`src/rtl/icdf_seg_fetch_if.sv`:
```
// Bundles the sample input, coefficient-table write port and multiply-add
// stage outputs of icdf_seg_fetch into one interface.
interface icdf_seg_fetch_if;
  logic [31:0] u_in;
  logic        u_valid;
  logic        u_ready;
  logic        cfg_we;
  logic [5:0]  cfg_addr;
  logic [35:0] cfg_data;
  logic [17:0] coef1;
  logic [17:0] coef2;
  logic [14:0] masked_out;
  logic        sign_out;
  logic        en_ma18;
  logic        out_ready;

  modport master (
    output u_in, u_valid, cfg_we, cfg_addr, cfg_data, out_ready,
    input  u_ready, coef1, coef2, masked_out, sign_out, en_ma18
  );

  modport slave (
    input  u_in, u_valid, cfg_we, cfg_addr, cfg_data, out_ready,
    output u_ready, coef1, coef2, masked_out, sign_out, en_ma18
  );
endinterface

```
`src/rtl/icdf_seg_fetch.sv`:
```
// Inverse-CDF segment fetch: turns a uniform word into a segment address and
// fraction, then reads that segment's coefficients from a 64-entry table.
module icdf_seg_fetch (
  input logic             clk,
  input logic             rst,
  icdf_seg_fetch_if.slave bus
);
  localparam int unsigned XW    = 31;
  localparam int unsigned LW    = 4;
  localparam int unsigned AW    = 6;
  localparam int unsigned CW    = 18;
  localparam int unsigned MW    = 15;
  localparam int unsigned DEPTH = 64;

  logic              w_stall;
  logic              w_adv;

  logic              r_v1;
  logic [XW-1:0]     r_x1;
  logic              r_s1;

  logic              r_v2;
  logic [AW-1:0]     r_addr2;
  logic [MW-1:0]     r_mask2;
  logic              r_s2;

  logic              r_v3;
  logic [CW-1:0]     r_coef1;
  logic [CW-1:0]     r_coef2;
  logic [MW-1:0]     r_mask3;
  logic              r_s3;

  logic [2*CW-1:0]   r_tbl [DEPTH];

  logic [LW-1:0]     w_lz;
  logic [4:0]        w_sh;
  logic [16:0]       w_top;

  // Whole pipe advances together; bubbles move forward whenever the output is not blocked.
  assign w_stall     = r_v3 & ~bus.out_ready;
  assign w_adv       = ~w_stall;
  assign bus.u_ready = w_adv;

  // Leading-zero count over x[30:16], saturating at 15 when that field is empty.
  always_comb begin
    w_lz = 4'd15;
    for (int i = 16; i <= 30; i++) begin
      if (r_x1[i]) w_lz = LW'(30 - i);
    end
    w_sh  = (w_lz == 4'd15) ? 5'd15 : 5'(w_lz) + 5'd1;
    w_top = 17'((r_x1 << w_sh) >> 14);
  end

  always_ff @(posedge clk or negedge rst) begin
    if (!rst) begin
      r_v1 <= 1'b0;
      r_x1 <= '0;
      r_s1 <= 1'b0;
    end else if (w_adv) begin
      r_v1 <= bus.u_valid;
      r_x1 <= bus.u_in[30:0];
      r_s1 <= bus.u_in[31];
    end
  end

  always_ff @(posedge clk or negedge rst) begin
    if (!rst) begin
      r_v2    <= 1'b0;
      r_addr2 <= '0;
      r_mask2 <= '0;
      r_s2    <= 1'b0;
    end else if (w_adv) begin
      r_v2    <= r_v1;
      r_addr2 <= {w_lz, w_top[16:15]};
      r_mask2 <= w_top[14:0];
      r_s2    <= r_s1;
    end
  end

  // Table writes ignore stall; a same-edge read in S3 still sees the old entry.
  always_ff @(posedge clk or negedge rst) begin
    if (!rst) begin
      for (int i = 0; i < DEPTH; i++) r_tbl[i] <= '0;
    end else if (bus.cfg_we) begin
      r_tbl[bus.cfg_addr] <= bus.cfg_data;
    end
  end

  always_ff @(posedge clk or negedge rst) begin
    if (!rst) begin
      r_v3    <= 1'b0;
      r_coef1 <= '0;
      r_coef2 <= '0;
      r_mask3 <= '0;
      r_s3    <= 1'b0;
    end else if (w_adv) begin
      r_v3    <= r_v2;
      r_coef1 <= r_tbl[r_addr2][CW-1:0];
      r_coef2 <= r_tbl[r_addr2][2*CW-1:CW];
      r_mask3 <= r_mask2;
      r_s3    <= r_s2;
    end
  end

  assign bus.en_ma18    = r_v3;
  assign bus.coef1      = r_coef1;
  assign bus.coef2      = r_coef2;
  assign bus.masked_out = r_mask3;
  assign bus.sign_out   = r_s3;
endmodule

```
`src/flat_wrapper.sv`:
```
// flat-port wrapper written by rule: the top's interface ports become plain ports
module icdf_seg_fetch_flat 
  (clk, rst, bus_u_in, bus_u_valid, bus_cfg_we, bus_cfg_addr, bus_cfg_data, bus_out_ready, bus_u_ready, bus_coef1, bus_coef2, bus_masked_out, bus_sign_out, bus_en_ma18);
  icdf_seg_fetch_if bus_i ();
  input logic clk;
  input logic rst;
  input wire logic [$bits(bus_i.u_in)-1:0] bus_u_in;
  input wire logic [$bits(bus_i.u_valid)-1:0] bus_u_valid;
  input wire logic [$bits(bus_i.cfg_we)-1:0] bus_cfg_we;
  input wire logic [$bits(bus_i.cfg_addr)-1:0] bus_cfg_addr;
  input wire logic [$bits(bus_i.cfg_data)-1:0] bus_cfg_data;
  input wire logic [$bits(bus_i.out_ready)-1:0] bus_out_ready;
  output wire logic [$bits(bus_i.u_ready)-1:0] bus_u_ready;
  output wire logic [$bits(bus_i.coef1)-1:0] bus_coef1;
  output wire logic [$bits(bus_i.coef2)-1:0] bus_coef2;
  output wire logic [$bits(bus_i.masked_out)-1:0] bus_masked_out;
  output wire logic [$bits(bus_i.sign_out)-1:0] bus_sign_out;
  output wire logic [$bits(bus_i.en_ma18)-1:0] bus_en_ma18;
  assign bus_i.u_in = bus_u_in;
  assign bus_i.u_valid = bus_u_valid;
  assign bus_i.cfg_we = bus_cfg_we;
  assign bus_i.cfg_addr = bus_cfg_addr;
  assign bus_i.cfg_data = bus_cfg_data;
  assign bus_i.out_ready = bus_out_ready;
  assign bus_u_ready = bus_i.u_ready;
  assign bus_coef1 = bus_i.coef1;
  assign bus_coef2 = bus_i.coef2;
  assign bus_masked_out = bus_i.masked_out;
  assign bus_sign_out = bus_i.sign_out;
  assign bus_en_ma18 = bus_i.en_ma18;
  icdf_seg_fetch u_core (.clk(clk), .rst(rst), .bus(bus_i));
endmodule
```
`config.mk`:
```
export PLATFORM = sky130hd
export DESIGN_NAME = icdf_seg_fetch_flat
export DESIGN_NICKNAME = d
export VERILOG_FILES = /design/src/rtl/icdf_seg_fetch_if.sv /design/src/rtl/icdf_seg_fetch.sv /design/src/flat_wrapper.sv
export SDC_FILE = /design/constraint.sdc
export NUM_CORES = 2
export LEC_CHECK = 0
export BUFFER_PORTS_ARGS = -buffer_cell sky130_fd_sc_hd__buf_2
export CAP_MARGIN = 5
export CORE_ASPECT_RATIO = 0.75
export CORE_UTILIZATION = 60
export DETAILED_ROUTE_END_ITERATION = 8
export PLACE_DENSITY = 0.81
export SLEW_MARGIN = 10
export SYNTH_ARGS = -nofsm -noshare
export SYNTH_HDL_FRONTEND = slang
export SYNTH_SLANG_ARGS = --single-unit
```
`constraint.sdc`:
```
create_clock -name clk -period 11.13 [get_ports clk]
set_input_delay 1.6695 -clock clk [delete_from_list [all_inputs] [get_ports clk]]
set_output_delay 1.6695 -clock clk [all_outputs]
set_load 0.1 [all_outputs]
```
==> run_results.csv <==
group,metric,value,unit
outcome,status,"completed",
pwr,power.total,25.7,mW
clock_tree,cts_hold_buf,0,
timing,finalClockSkew,0.0377,ns
floorplan,ios,133,
routing,viasPerCell,6.73,
floorplan,start_util,60.4,%
critical_path,required,9.46,ns
floorplan,placement_rows,135,
critical_path,cp-start-kind,"input pin",
yosys,seq_area_frac_synth,55.4,%
routing,vias,61183,
timing,hold_violations,0,
routing,dr.pass1.iters,7,
clock_tree,cts_tree,"built",
yosys,syn-cell-area,109000,sq um
finish,fill_cells,11962,
finish,synthToLayoutAreaGrowth,9.17,%
floorplan,die_w,494,um
timing,fin_crit_sh,44.1,%
placed_design,io_buffers,132,
flow_run,maxCapViolations,0,
global_routing,grt_pass1_vias,64269,
timing,tightest_slew,1.37,ns
routing,wl,284000,um
critical_path,critPathSlowestCell,"buf_4",
yosys,async_reset_ff_share,100,%
critical_path,crit_chain,"buf_2 > nor2b_4 > buf_4 > inv_4 > buf_2",
yosys,synth_flop_cell,"dfrtp_1",
yosys,yosys.area.top_type_share,55.4,%
clock_tree,numCtsBuffers,220,
clock_tree,clockBufferDepth,3,
critical_path,crit_fanout,42,
global_routing,grt_overflow,0,
critical_path,arrival,3.23,ns
timing,hold_slack,0.459,ns
placed_design,dp_hpwl,160000,um
routing,ant_nets,0,
yosys,yosysUniqueCellTypes,52,
critical_path,worstSetupPathType,"input pin to primary output",
clock_tree,clk_latency,0.87,ns
critical_path,crit_path_end_kind,"primary output",
yosys,syn_nets,6797,
yosys,postSynthCellCount,6717,
global_routing,grt_max_degree,199,
yosys,synth_edf_count,0,
floorplan,die_h,371,um
global_routing,grt_usage,32.0,%
global_routing,grt_pass1_wl,431000,um
clock_tree,cts-resized-gates,0,
global_routing,antenna_found_initial,17,
finish,final_net_count,6591,
yosys,synth-seq-cells,2413,
placed_design,routabilityCongestion,0.883,
clock_tree,htreeDepth,4,
floorplan,core,180000,sq um
pwr,vdd_ir_drop_max,0.191,mV
clock_tree,cts_sinks,2413,
finish,drive_above_1_share,55.9,%
routing,wire_per_inst,31.2,um
clock_tree,cts_root_buf,"clkbuf_16",
pwr,power.leakage,54.6,nW
timing,fin_tns_setup,0,ns
yosys,yosys-top-cells-area,"dfrtp_1 (55%), mux2_2 (24%), mux4_2 (16%)",
timing,setup_viol,0,
yosys,yosysWarnings,0,
critical_path,path_common_cell,"buf_2",
critical_path,slowest_delay,0.55,ns
timing,maxSlewHeadroom,8.68,%
floorplan,dieArea,183000,sq um
clock_tree,clkTransAtPathRegs,0.06,ns
routing,drt_iter0_drc,6227,
yosys,synth_top_area_cell,"dfrtp_1",
timing,rsz0062_at_grt,"no",
timing,clock.fmax,204,MHz
hold_path,hold_class,"flip-flop to flip-flop",
clock_tree,cts_setup_buffers,0,
yosys,syn_avg_cell_area,16.2,sq um
timing,min_period,4.90,ns
timing,slew_violations,0,
pwr,power.density,216,nW/um^2
routing,drc,0,
-- synth_stat cells, types with 3 or more instances --
master and number:
nor3_1 6, mux4_2 756, nor2b_1 10, a31oi_1 3, inv_1 12, buf_4 17
buf_1 48, a211oi_1 10, o21ai_0 7, a21oi_1 16, and2_1 5, dfrtp_1 2413
mux2i_1 51, nand2_1 297, o22ai_1 7, buf_6 6, nor4_2 3, nand3b_1 3
mux2_2 2308, nor2_1 84, nand3_1 11, buf_2 47, clkbuf_1 553, a221oi_1 5
-- per-stage QoR --
stage / setup WS, ns / instance area [sq um] / instances / utilization (%)
after global placement: 5.96 / 111000 / 8686 / 61.8
after floorplan: 6.19 / 109000 / 6717 / -
after CTS: 6.22 / 119000 / 9089 / 65.9
after detailed placement: 5.90 / 111000 / 8686 / 61.8
final: 6.23 / 119000 / 9094 / 65.9
after global routing: 6.17 / 119000 / 9093 / 65.9
-- flip-flops by register name, summed over array words and instances, names as in the netlist --
register	cells
u_core.bus.sign_out	1
u_core.bus.en_ma18	1
u_core.bus.coef1	18
u_core.r_s2	1
u_core.r_s1	1
u_core.r_v1	1
u_core.r_x1	31
u_core.r_v2	1
u_core.r_mask2	15
u_core.bus.masked_out	15
u_core.r_tbl	2304
u_core.r_addr2	6
u_core.bus.coef2	18
-- cell type report --
cell class	instances	area, sq um	share of cell area (%)
antenna	5	12.5	0.0105
tap	2397	3000	2.52
clock buffer	331	6600	5.55
multi-input combinational	3621	46300	38.9
clock inverter	72	858	0.722
sequential	2413	60400	50.8
inverter	12	47.5	0.0400
timing repair buffer	243	1750	1.47
-- power breakdown --
part	total (mW)	leakage (nW)	internal, mW	switching [mW]
sequential	10.9	32.0	10.0	0.833
combinational	7.05	19.0	3.51	3.53
clock	7.84	3.69	4.47	3.36
-- cell usage in the layout, fill, tap and decap left out, types with 14 or more instances in the layout --
cell type,netlist,final
dfrtp_1,2413,2407
mux2_2,2308,2308
mux4_2,756,756
nand2_1,297,281
clkbuf_16,0,226
buf_2,47,131
buf_4,17,92
clkbuf_8,0,55
mux2i_1,51,51
clkbuf_1,553,50
nor2_4,0,48
clkinv_2,0,42
nor2_1,84,36
buf_12,0,20
bufinv_16,0,17
a21oi_1,16,16
nand2_2,0,14
-- layer usage --
| metal | vias to the layer above | GRT usage (%) | share of wire [%] |
|---|---|---|---|
| met4 | 6 | 9.08 | 2.9 |
| met5 | - | 0 | 0.014 |
| met1 | 33872 | 47.7 | 43 |
| li1 | 24503 | - | - |
| met3 | 454 | 7.89 | 8.8 |
| met2 | 2348 | 47.3 | 45 |
-- worst paths after layout --
check	end	slack [ns]	depth (start not counted)	start
worst min register to register	u_core.bus.masked_out[13]	0.46	2	u_core.bus.masked_out[13]
min in group asynchronous	u_core.r_tbl[1516]	0.85	1	rst
worst min-delay path	u_core.bus.masked_out[13]	0.46	2	u_core.bus.masked_out[13]
worst max register to register	u_core.bus.coef2[2]	6.43	7	u_core.r_addr2[1]
worst max-delay path	bus_u_ready	6.23	5	bus_out_ready
max in group asynchronous	u_core.r_tbl[229]	7.82	3	rst
-- worst max-delay path, delay by kind of cell --
kind	cells	cell delay, ns
buffers and inverters	4	1.46
AND/OR/NAND/NOR	1	0.09
-- cell families after synthesis --
kind of cell    count (synthesis)  synth area share (%)
compound gates                 70                 0.440
fa+ha+maj                       1                0.0115
buf+inv                       683                  2.51
flops                        2413                  55.4
mux                          3117                  40.0
simple gates                  433                  1.64
Note: power is estimated with default switching activity, not from simulation.
